## config.mk

```make
export PLATFORM = sky130hd
export DESIGN_NAME = rgb_fade_controller
export DESIGN_NICKNAME = d
export VERILOG_FILES = /design/src/rtl/rgb_pkg.sv /design/src/rtl/rgb_sat_step.sv /design/src/rtl/rgb_fade_controller.sv
export SDC_FILE = /design/constraint.sdc
export NUM_CORES = 1
export LEC_CHECK = 0
export CAP_MARGIN = 10
export CORE_MARGIN = 4
export CORE_UTILIZATION = 50
export DETAILED_ROUTE_END_ITERATION = 8
export PLACE_DENSITY = 0.75
export SYNTH_ARGS = -nofsm -noshare
export SYNTH_HDL_FRONTEND = slang
export SYNTH_SLANG_ARGS = --single-unit
```

## constraint.sdc

```tcl
create_clock -name clk -period 3.9 [get_ports clk]
set_input_delay 0.585 -clock clk [delete_from_list [all_inputs] [get_ports clk]]
set_output_delay 0.585 -clock clk [all_outputs]
set_load 0.05 [all_outputs]
```

## src/rtl/rgb_pkg.sv

```systemverilog
// Shared FSM state encoding and channel limits for the RGB fade controller.
package rgb_pkg;

  localparam logic [7:0] CHAN_MAX = 8'hFF;
  localparam logic [7:0] CHAN_MIN = 8'h00;

  typedef enum logic [1:0] {
    ST_IDLE = 2'd0,
    ST_RUN  = 2'd1,
    ST_DONE = 2'd2
  } state_e;

  // dir: 0 = fading up towards CHAN_MAX, 1 = fading down towards CHAN_MIN.
  function automatic logic is_limit(input logic [7:0] v, input logic dir);
    return dir ? (v == CHAN_MIN) : (v == CHAN_MAX);
  endfunction

endpackage

```

## src/rtl/rgb_sat_step.sv

```systemverilog
// One channel's saturating step: 9-bit add/subtract clamped to the 8-bit range.
module rgb_sat_step
  import rgb_pkg::*;
(
  input  logic [7:0] value_i,
  input  logic [7:0] step_i,
  input  logic       dir_i,
  output logic [7:0] next_o,
  output logic       at_limit_o
);

  logic [8:0] sum;
  logic [8:0] diff;

  always_comb begin
    sum        = {1'b0, value_i} + {1'b0, step_i};
    diff       = {1'b0, value_i} - {1'b0, step_i};
    next_o     = value_i;
    // Carry out of the add or borrow out of the subtract means saturation.
    if (!dir_i) next_o = sum[8] ? CHAN_MAX : sum[7:0];
    else        next_o = diff[8] ? CHAN_MIN : diff[7:0];
    at_limit_o = is_limit(next_o, dir_i);
  end

endmodule

```

## src/rtl/rgb_fade_controller.sv

```systemverilog
// RGB fade FSM: steps all three channels every TICK_DIV cycles until they saturate.
// Define RGB_FADE_PINGPONG_EN to bounce between limits instead of finishing.
module rgb_fade_controller
  import rgb_pkg::*;
#(
  parameter logic [7:0]  STEP     = 8'd10,
  parameter int unsigned TICK_DIV = 4
) (
  input  logic       clk,
  input  logic       rst,
  input  logic       start,
  input  logic       dir,
  input  logic       abort,
  input  logic [7:0] r_in,
  input  logic [7:0] g_in,
  input  logic [7:0] b_in,
  output logic [7:0] r_out,
  output logic [7:0] g_out,
  output logic [7:0] b_out,
  output logic       busy,
  output logic       done
);

  state_e      state_q, state_d;
  logic [15:0] cnt_q, cnt_d;
  logic        dir_q, dir_d;
  logic [7:0]  r_q, r_d, g_q, g_d, b_q, b_d;
  logic [7:0]  r_nxt, g_nxt, b_nxt;
  logic        r_lim, g_lim, b_lim;
  logic        tick;
  logic        in_at_lim;

  rgb_sat_step u_step_r (.value_i(r_q), .step_i(STEP), .dir_i(dir_q), .next_o(r_nxt), .at_limit_o(r_lim));
  rgb_sat_step u_step_g (.value_i(g_q), .step_i(STEP), .dir_i(dir_q), .next_o(g_nxt), .at_limit_o(g_lim));
  rgb_sat_step u_step_b (.value_i(b_q), .step_i(STEP), .dir_i(dir_q), .next_o(b_nxt), .at_limit_o(b_lim));

  assign tick      = (cnt_q == 16'(TICK_DIV - 32'd1));
  assign in_at_lim = is_limit(r_in, dir) && is_limit(g_in, dir) && is_limit(b_in, dir);

  always_comb begin
    state_d = state_q;
    cnt_d   = cnt_q;
    dir_d   = dir_q;
    r_d     = r_q;
    g_d     = g_q;
    b_d     = b_q;
    unique case (state_q)
      ST_IDLE: begin
        if (start) begin
          r_d     = r_in;
          g_d     = g_in;
          b_d     = b_in;
          dir_d   = dir;
          cnt_d   = '0;
          state_d = ST_RUN;
          if (in_at_lim) begin
`ifdef RGB_FADE_PINGPONG_EN
            dir_d   = ~dir;
`else
            state_d = ST_DONE;
`endif
          end
        end
      end
      ST_RUN: begin
        // Abort outranks a coincident tick: no update on that edge.
        if (abort) begin
          state_d = ST_IDLE;
        end else if (tick) begin
          cnt_d = '0;
          r_d   = r_nxt;
          g_d   = g_nxt;
          b_d   = b_nxt;
          if (r_lim && g_lim && b_lim) begin
`ifdef RGB_FADE_PINGPONG_EN
            dir_d   = ~dir_q;
`else
            state_d = ST_DONE;
`endif
          end
        end else begin
          cnt_d = cnt_q + 16'd1;
        end
      end
      ST_DONE: state_d = ST_IDLE;
      default: state_d = ST_IDLE;
    endcase
  end

  always_ff @(posedge clk) begin
    if (rst) begin
      state_q <= ST_IDLE;
      cnt_q   <= '0;
      dir_q   <= 1'b0;
      r_q     <= '0;
      g_q     <= '0;
      b_q     <= '0;
    end else begin
      state_q <= state_d;
      cnt_q   <= cnt_d;
      dir_q   <= dir_d;
      r_q     <= r_d;
      g_q     <= g_d;
      b_q     <= b_d;
    end
  end

  assign r_out = r_q;
  assign g_out = g_q;
  assign b_out = b_q;
  assign busy  = (state_q == ST_RUN);
  assign done  = (state_q == ST_DONE);

endmodule

```

After elaboration in Yosys (flattened, before gate mapping). Cells that the tools add are included.

Register bits: 43. Bits in latches: 0. Memory bits (writable): 0. Bits in read-only memories: 0. Output and inout port bits: 26. Word-level logic and storage cells: 80. Memories: 0.

Add/sub/neg operators: 7. Multiply operators: 0. Divide/modulo/power cells: 0. Magnitude comparators: 0. Equality and inequality tests: 14. Shift operators: 0. Mux-type cells: 37. Bitwise operators: 0. Reductions and logical operators: 16.

Operators by type and width (count): 8-bit two-way mux (18); 8-bit == test, second input constant (6); 8-bit zero test (6); 16-bit two-way mux (3); 8-bit case mux with 2 select lines (3); 16-bit case mux with 2 select lines (1); 8-bit by 4-bit adder with 9-bit output, second input constant (3); 8-bit by 4-bit subtractor with 9-bit output, second input constant (3); 16-bit by 1-bit adder with 16-bit output, second input constant (1); 16-bit by 2-bit == test with 1-bit output, second input constant (1); 2-bit two-way mux (5); 1-bit two-way mux (6); 3-bit by 2-bit != test with 1-bit output, second input constant (2); 3-bit AND reduction (2); 1-bit logical AND (4); 2-bit != test, second input constant (2); 2-bit case mux with 2 select lines (1); 4-bit AND reduction (1); 2-bit by 1-bit == test with 1-bit output, second input constant (1); 2-bit == test, second input constant (1); 2-bit zero test (1); 2-bit by 1-bit != test with 1-bit output, second input constant (1); 2-bit AND reduction (1); 2-bit nonzero test (1).

Depth between registers and ports, before layout.
Depth after elaboration: 11. Depth in mapped cells: 10.

Hierarchy. From an unflattened synthesis, not the netlist that was laid out.

Cell total of the unflattened synthesis: 696. Area, all modules: 5554.1 µm².

By module, submodules not included: rgb_fade_controller (instances 1, cells an instance 260, area an instance 2329.7 µm², sequential area each 860.8 µm²); rgb_sat_step (u_step_b ...) (instances 2, cells an instance 145, area an instance 1097.3 µm², sequential area each 0.0 µm²); rgb_sat_step (u_step_r) (instances 1, cells an instance 146, area an instance 1029.7 µm², sequential area each 0.0 µm²).

Worst setup path after synthesis. OpenSTA, ideal clock, no wires.

Path kind: register -> register. From: register g_q[6] (netlist: g_out[6]). To: register state_q[0]. Library setup time: 0.115 ns. Arrival time: 2.706 ns. Required time: 3.785 ns. Setup slack: 1.079 ns. Cell stages (with the launch flop): 9. Buffers on the path: 1. Period minus slack after synthesis: 2.821 ns. Path through: dfxtp_1 > buf_4 > and4_4 > nor2_1 > mux4_2 > or4_1 > nor4_1 > nand4_1 > a31o_1.

Word-level cells in the longest chain between the ends: 9. Elaborated cells between the ends (all ways): 12.

RTL lines: start: declaration (line rgb_fade_controller.sv:27) `logic [7:0] r_q, r_d, g_q, g_d, b_q, b_d;`; start signal: assignment (line rgb_fade_controller.sv:103) `g_q <= g_d;`; 8-bit by 4-bit adder with 9-bit output or 8-bit by 4-bit subtractor with 9-bit output (tied branches) (line rgb_sat_step.sv:16, rgb_sat_step.sv:17); 8-bit two-way mux (on tied branches) (line rgb_sat_step.sv:20, rgb_sat_step.sv:21); 8-bit two-way mux (*) (line rgb_sat_step.sv:20) `if (!dir_i) next_o = sum[8] ? CHAN_MAX : sum[7:0];`; 8-bit == test or 8-bit zero test (tied branches) (line rgb_pkg.sv:15) `return dir ? (v == CHAN_MIN) : (v == CHAN_MAX);`; 1-bit two-way mux (*) (line rgb_pkg.sv:15); 1-bit logical AND (*) (2 in a row) (line rgb_fade_controller.sv:74) `if (r_lim && g_lim && b_lim) begin`; 3-bit by 2-bit != test with 1-bit output (no source line) (*); 3-bit AND reduction (no source line) (*); end signal: assignment (line rgb_fade_controller.sv:99) `state_q <= state_d;`; end: declaration (line rgb_fade_controller.sv:24) `state_e state_q, state_d;`.

Every way passes the cells marked *; elsewhere a longest branch is shown, timed or not. A chain may end at the register's enable or synchronous reset.

Final worst setup path.
From: register dir_q. To: register state_q[0].

Word-level cells in the longest chain between the ends: 7. Elaborated cells between the ends (all ways): 16.

RTL lines: start: declaration (line rgb_fade_controller.sv:26) `logic dir_q, dir_d;`; start signal: assignment (line rgb_fade_controller.sv:101) `dir_q <= dir_d;`; 8-bit two-way mux (line rgb_sat_step.sv:20); 8-bit == test or 8-bit zero test (tied branches) (line rgb_pkg.sv:15); 1-bit two-way mux (line rgb_pkg.sv:15); 1-bit logical AND (line rgb_fade_controller.sv:74); 1-bit logical AND (*) (line rgb_fade_controller.sv:74); 3-bit by 2-bit != test with 1-bit output (no source line) (*); 3-bit AND reduction (no source line) (*).

Marked as above.

==> results.md <==
- The run finished with clean final reports.
- In this run, CTS created clock tree buffers numbering 5.
- Global routing finished with a remaining overflow of 0.
- Routability-driven placement finished with a final weighted congestion of 0.964.
- Dividing the detail-routed via count by the number of cells gives 6.52.
- STA classifies the critical path endpoint as a flip-flop.
- Of the available clock period, the critical path in the final layout requires 0.765.
- The worst-case clock buffer depth is 2.
- The global-route total usage across every layer is 0.261.
- The via count of the first global-routing pass is 3,531.
- The count of fill cells added during filler insertion is 596.
- After the last flow step, the layout net total stands at 539.
- The post-cts sizing count is 0.
- The pre-antenna-repair detailed-routing pass consisted of 5 iterations.
- The mean area per synthesized cell is 7.28 sq um.
- For this run, the leading register cell type out of synthesis is sky130_fd_sc_hd__dfxtp_1.
- The detail route stage leaves a number of antenna-violating nets equal to 0.
- The die footprint is 0.00823 sq mm.
- Entering global routing, the biggest net connects 28 pins.
- The final setup violation count is 0.
- The final sum of negative setup slack is 0 ps.
- TritonCTS built the clock tree.
- Setup repair after global routing left no endpoint under its margin.
- Along the worst path, the maximum fanout reaches 20.
- Grouping stages by cell kind, the critical path spends the most delay in simple AND/OR/NAND/NOR gates.
- The total power is 1.52 mW.
- Based on the critical path, the design can be clocked at up to 335 MHz.
- The kind of path behind the tightest hold check is flip-flop to flip-flop.
- The initial antenna violation count was 0.
- The sum of buffers and inverters on the critical path is 0.
- The number of sinks driven by the clock tree is 43.
- The placeable core area is 0.00649 sq mm.
- The worst-case headroom to the max-slew limit is 0.470.
- For this run, the register share of the synthesized area comes to 0.252.
- The remaining routing DRC violations is 0.
- In this run the post-CTS setup repair buffer count came out at 0.
- STA classifies the critical path startpoint as a flip-flop.
- The antenna diode instance count is 0.
- Pin placement for this block handled 55 I/O pins.
- Yosys mapped a number of flops with a built-in enable equal to 0.
- In this run the register-to-register setup slack is 910 ps.
- The die span in y is 90.7 um.
- For this block, the routed nets add up to 10,800 um of wire.
- The number of max-slew violations in the final report came to 0.
- Max-cap violations in this run came to 0.
- The slew at the pin with the worst max-slew slack is 794 ps.
- Clock tree synthesis selected as its root buffer the cell sky130_fd_sc_hd__clkbuf_8.
- The starting utilization of the core area is 0.527.
- The H-tree was split into 2 levels.
- The share of post-route cells with drive strength above 1 is 0.0496.
- The count of port buffers added during placement is 54.
- The data arrival at the endpoint of the critical path is 3190 ps.
- After floorplanning, the core was divided into 29 placement rows.
- The category of the critical setup timing path is flip-flop to flip-flop.
- The clock slew at the register clock pins of the worst setup and hold paths is 90 ps.
- The leakage power is 1.35 nW.
- The biggest area contributor in the post-synthesis netlist is sky130_fd_sc_hd__dfxtp_1.
- In the synthesized netlist, the number of instances is 470.
- The largest individual stage delay along the critical path comes from the cell sky130_fd_sc_hd__dfxtp_1.
- From synthesis to final layout, the design area changed by 18.8%.
- In this run, distinct cell masters in the synthesized netlist total 68.
- The minimum period implied by the final worst setup slack is 2990 ps.
- The share of synthesized area in the top cell type comes to 0.252.
- The clock reaches the later pin of the worst-skew pair after 300 ps.
- The number of synthesis warnings is 0.
- The count of endpoints failing hold in the final timing report is 0.
- At the worst endpoint, the required time is 4100 ps.
- Across the VDD grid, the largest voltage drop is 0.209 mV.
- For this block, the initial DRC count from the detailed router was 332.
- The number of nets handed over by synthesis was 506.
- The wire length of the first global-routing pass is 17,600 um.
- The critical path goes through nor4b_4 -> and3_1 -> o211ai_4 -> or4_1 -> nor4_1 -> nand4_1 -> a31o_1.
- Hold repair after CTS inserted 0 buffers.
- On the worst path, the slowest cell contributes a delay of 840 ps.
- The post-synthesis sequential element count is 43.
- By area the synthesized netlist is led by sky130_fd_sc_hd__dfxtp_1 25%, sky130_fd_sc_hd__nor2_1 7.4%, sky130_fd_sc_hd__nand2_1 4.8%, sky130_fd_sc_hd__xor2_1 4.1%, sky130_fd_sc_hd__a211oi_1 4.0%.
- The routed layout has 3,786 vias.
- Of all flip-flops after synthesis, the portion carrying an async set or reset was 0.
- Across the routed clock network, the largest skew measured is 7.88 ps.
- Detailed placement ended at an HPWL of 8020 um.
- The synthesized cell area is 0.00342 sq mm.
- The horizontal extent of the die is 90.7 um.
- Dividing the detail-routed wire length by the instance count gives 18.7 um.
- For this design the ratio of total power to cell area is 374 mW/mm^2.
-- metal layers --
layer / global-route usage / vias to the layer above / routed length [um]
li1: - / 1809 / -
met1: 0.358 / 1769 / 4760
met2: 0.416 / 187 / 4990
met3: 0.0442 / 21 / 868
met4: 0.0791 / 0 / 215
met5: 0 / - / 0
-- layout make-up --
type,count,area [sq um],share of cell area
multi-input combinational,377,2340,0.577
sequential,43,861,0.212
timing repair buffer,61,593,0.146
tap,77,96.3,0.0237
clock buffer,5,68.8,0.0169
inverter,15,56.3,0.0139
clock inverter,3,43.8,0.0108
-- final timing paths --
kind	start	to	depth (start not counted)
worst max-delay path	dir_q$_SDFFE_PP0P_	state_q[0]$_SDFFE_PP0P_	7
worst min-delay path	r_out[0]$_SDFFE_PP0P_	r_out[0]$_SDFFE_PP0P_	2
worst max register to register	dir_q$_SDFFE_PP0P_	state_q[0]$_SDFFE_PP0P_	7
worst min register to register	r_out[0]$_SDFFE_PP0P_	r_out[0]$_SDFFE_PP0P_	2
-- registers in the layout, summed over array words and instances (netlist names) --
name     count
cnt_q       16
dir_q        1
r_out        8
state_q      2
b_out        8
g_out        8
-- power breakdown --
| group | switching (mW) | internal (mW) | leakage [nW] |
|---|---|---|---|
| clock network | 0.172 | 0.191 | 0.0581 |
| registers | 0.0916 | 0.471 | 0.352 |
| logic | 0.366 | 0.229 | 0.937 |
| total | 0.630 | 0.892 | 1.35 |
-- worst reg2reg max path: stages (launching register included) --
cell and delay (ps):
sky130_fd_sc_hd__dfxtp_1 840, sky130_fd_sc_hd__nor4b_4 460, sky130_fd_sc_hd__and3_1 260, sky130_fd_sc_hd__o211ai_4 90
sky130_fd_sc_hd__or4_1 530, sky130_fd_sc_hd__nor4_1 280, sky130_fd_sc_hd__nand4_1 190, sky130_fd_sc_hd__a31o_1 250
-- cell usage in the layout, fill, tap and decap left out, types with 4 or more instances in the layout --
cell type and n:
sky130_fd_sc_hd__nor2_1 67, sky130_fd_sc_hd__clkdlybuf4s50_1 54, sky130_fd_sc_hd__nand2_1 44, sky130_fd_sc_hd__dfxtp_1 43, sky130_fd_sc_hd__a21oi_1 27, sky130_fd_sc_hd__o21ai_0 20
sky130_fd_sc_hd__nand4_1 18, sky130_fd_sc_hd__a211oi_1 18, sky130_fd_sc_hd__nand3_1 16, sky130_fd_sc_hd__xor2_1 16, sky130_fd_sc_hd__inv_1 14, sky130_fd_sc_hd__nor3_1 14
sky130_fd_sc_hd__o211ai_1 13, sky130_fd_sc_hd__nor4_1 11, sky130_fd_sc_hd__nand2b_1 8, sky130_fd_sc_hd__xnor2_1 7, sky130_fd_sc_hd__ha_1 7, sky130_fd_sc_hd__buf_4 7
sky130_fd_sc_hd__a311oi_1 6, sky130_fd_sc_hd__clkbuf_8 5, sky130_fd_sc_hd__nor2b_1 4, sky130_fd_sc_hd__nor4b_1 4, sky130_fd_sc_hd__a21o_1 4, sky130_fd_sc_hd__o22ai_1 4
sky130_fd_sc_hd__and3_1 4
-- per-stage QoR --
step	util	instances	hold slack (ps)	instance area, sq um	setup WS (ps)
final	0.626	581	519	4060	915
after global routing	0.626	581	561	4060	807
after CTS	0.626	581	517	4060	987
after detailed placement	0.608	573	511	3950	988
after global placement	0.608	573	503	3950	1050
after floorplan	-	470	480	3420	1080
-- cells by family (layout without fill, tap and decap cells) --
group | after synthesis | in the layout | share of synthesized area
simple gates | 217 | 217 | 0.326
compound gates | 127 | 127 | 0.259
buf+inv | 50 | 84 | 0.0629
flops | 43 | 43 | 0.252
xor+xnor | 23 | 23 | 0.0589
fa+ha+maj | 7 | 7 | 0.0256
mux | 3 | 3 | 0.0161
-- cells in the mapped netlist (3+ instances only) --
cell type                  count
sky130_fd_sc_hd__xnor2_1       7
sky130_fd_sc_hd__and4_1        3
sky130_fd_sc_hd__a21oi_1      27
sky130_fd_sc_hd__and3_1        4
sky130_fd_sc_hd__buf_1         3
sky130_fd_sc_hd__o22ai_1       4
sky130_fd_sc_hd__nand4b_1      3
sky130_fd_sc_hd__or4_1         3
sky130_fd_sc_hd__buf_2         4
sky130_fd_sc_hd__dfxtp_1      43
sky130_fd_sc_hd__o211ai_1     13
sky130_fd_sc_hd__a21o_1        4
sky130_fd_sc_hd__nor3_1       14
sky130_fd_sc_hd__nand2b_1      8
sky130_fd_sc_hd__nor2b_1       4
sky130_fd_sc_hd__ha_1          7
sky130_fd_sc_hd__xor2_1       16
sky130_fd_sc_hd__o21ai_0      20
sky130_fd_sc_hd__o21a_1        3
sky130_fd_sc_hd__a311oi_1      6
sky130_fd_sc_hd__nand3_1      16
sky130_fd_sc_hd__nand2_1      44
sky130_fd_sc_hd__nand4_1      18
sky130_fd_sc_hd__inv_1        14
sky130_fd_sc_hd__clkbuf_1     23
sky130_fd_sc_hd__a211oi_1     18
sky130_fd_sc_hd__nor4b_1       4
sky130_fd_sc_hd__buf_4         4
sky130_fd_sc_hd__nor2_1       67
sky130_fd_sc_hd__nor4_1       11
sky130_fd_sc_hd__o32ai_1       3
Power figures use the tool's default switching activity.
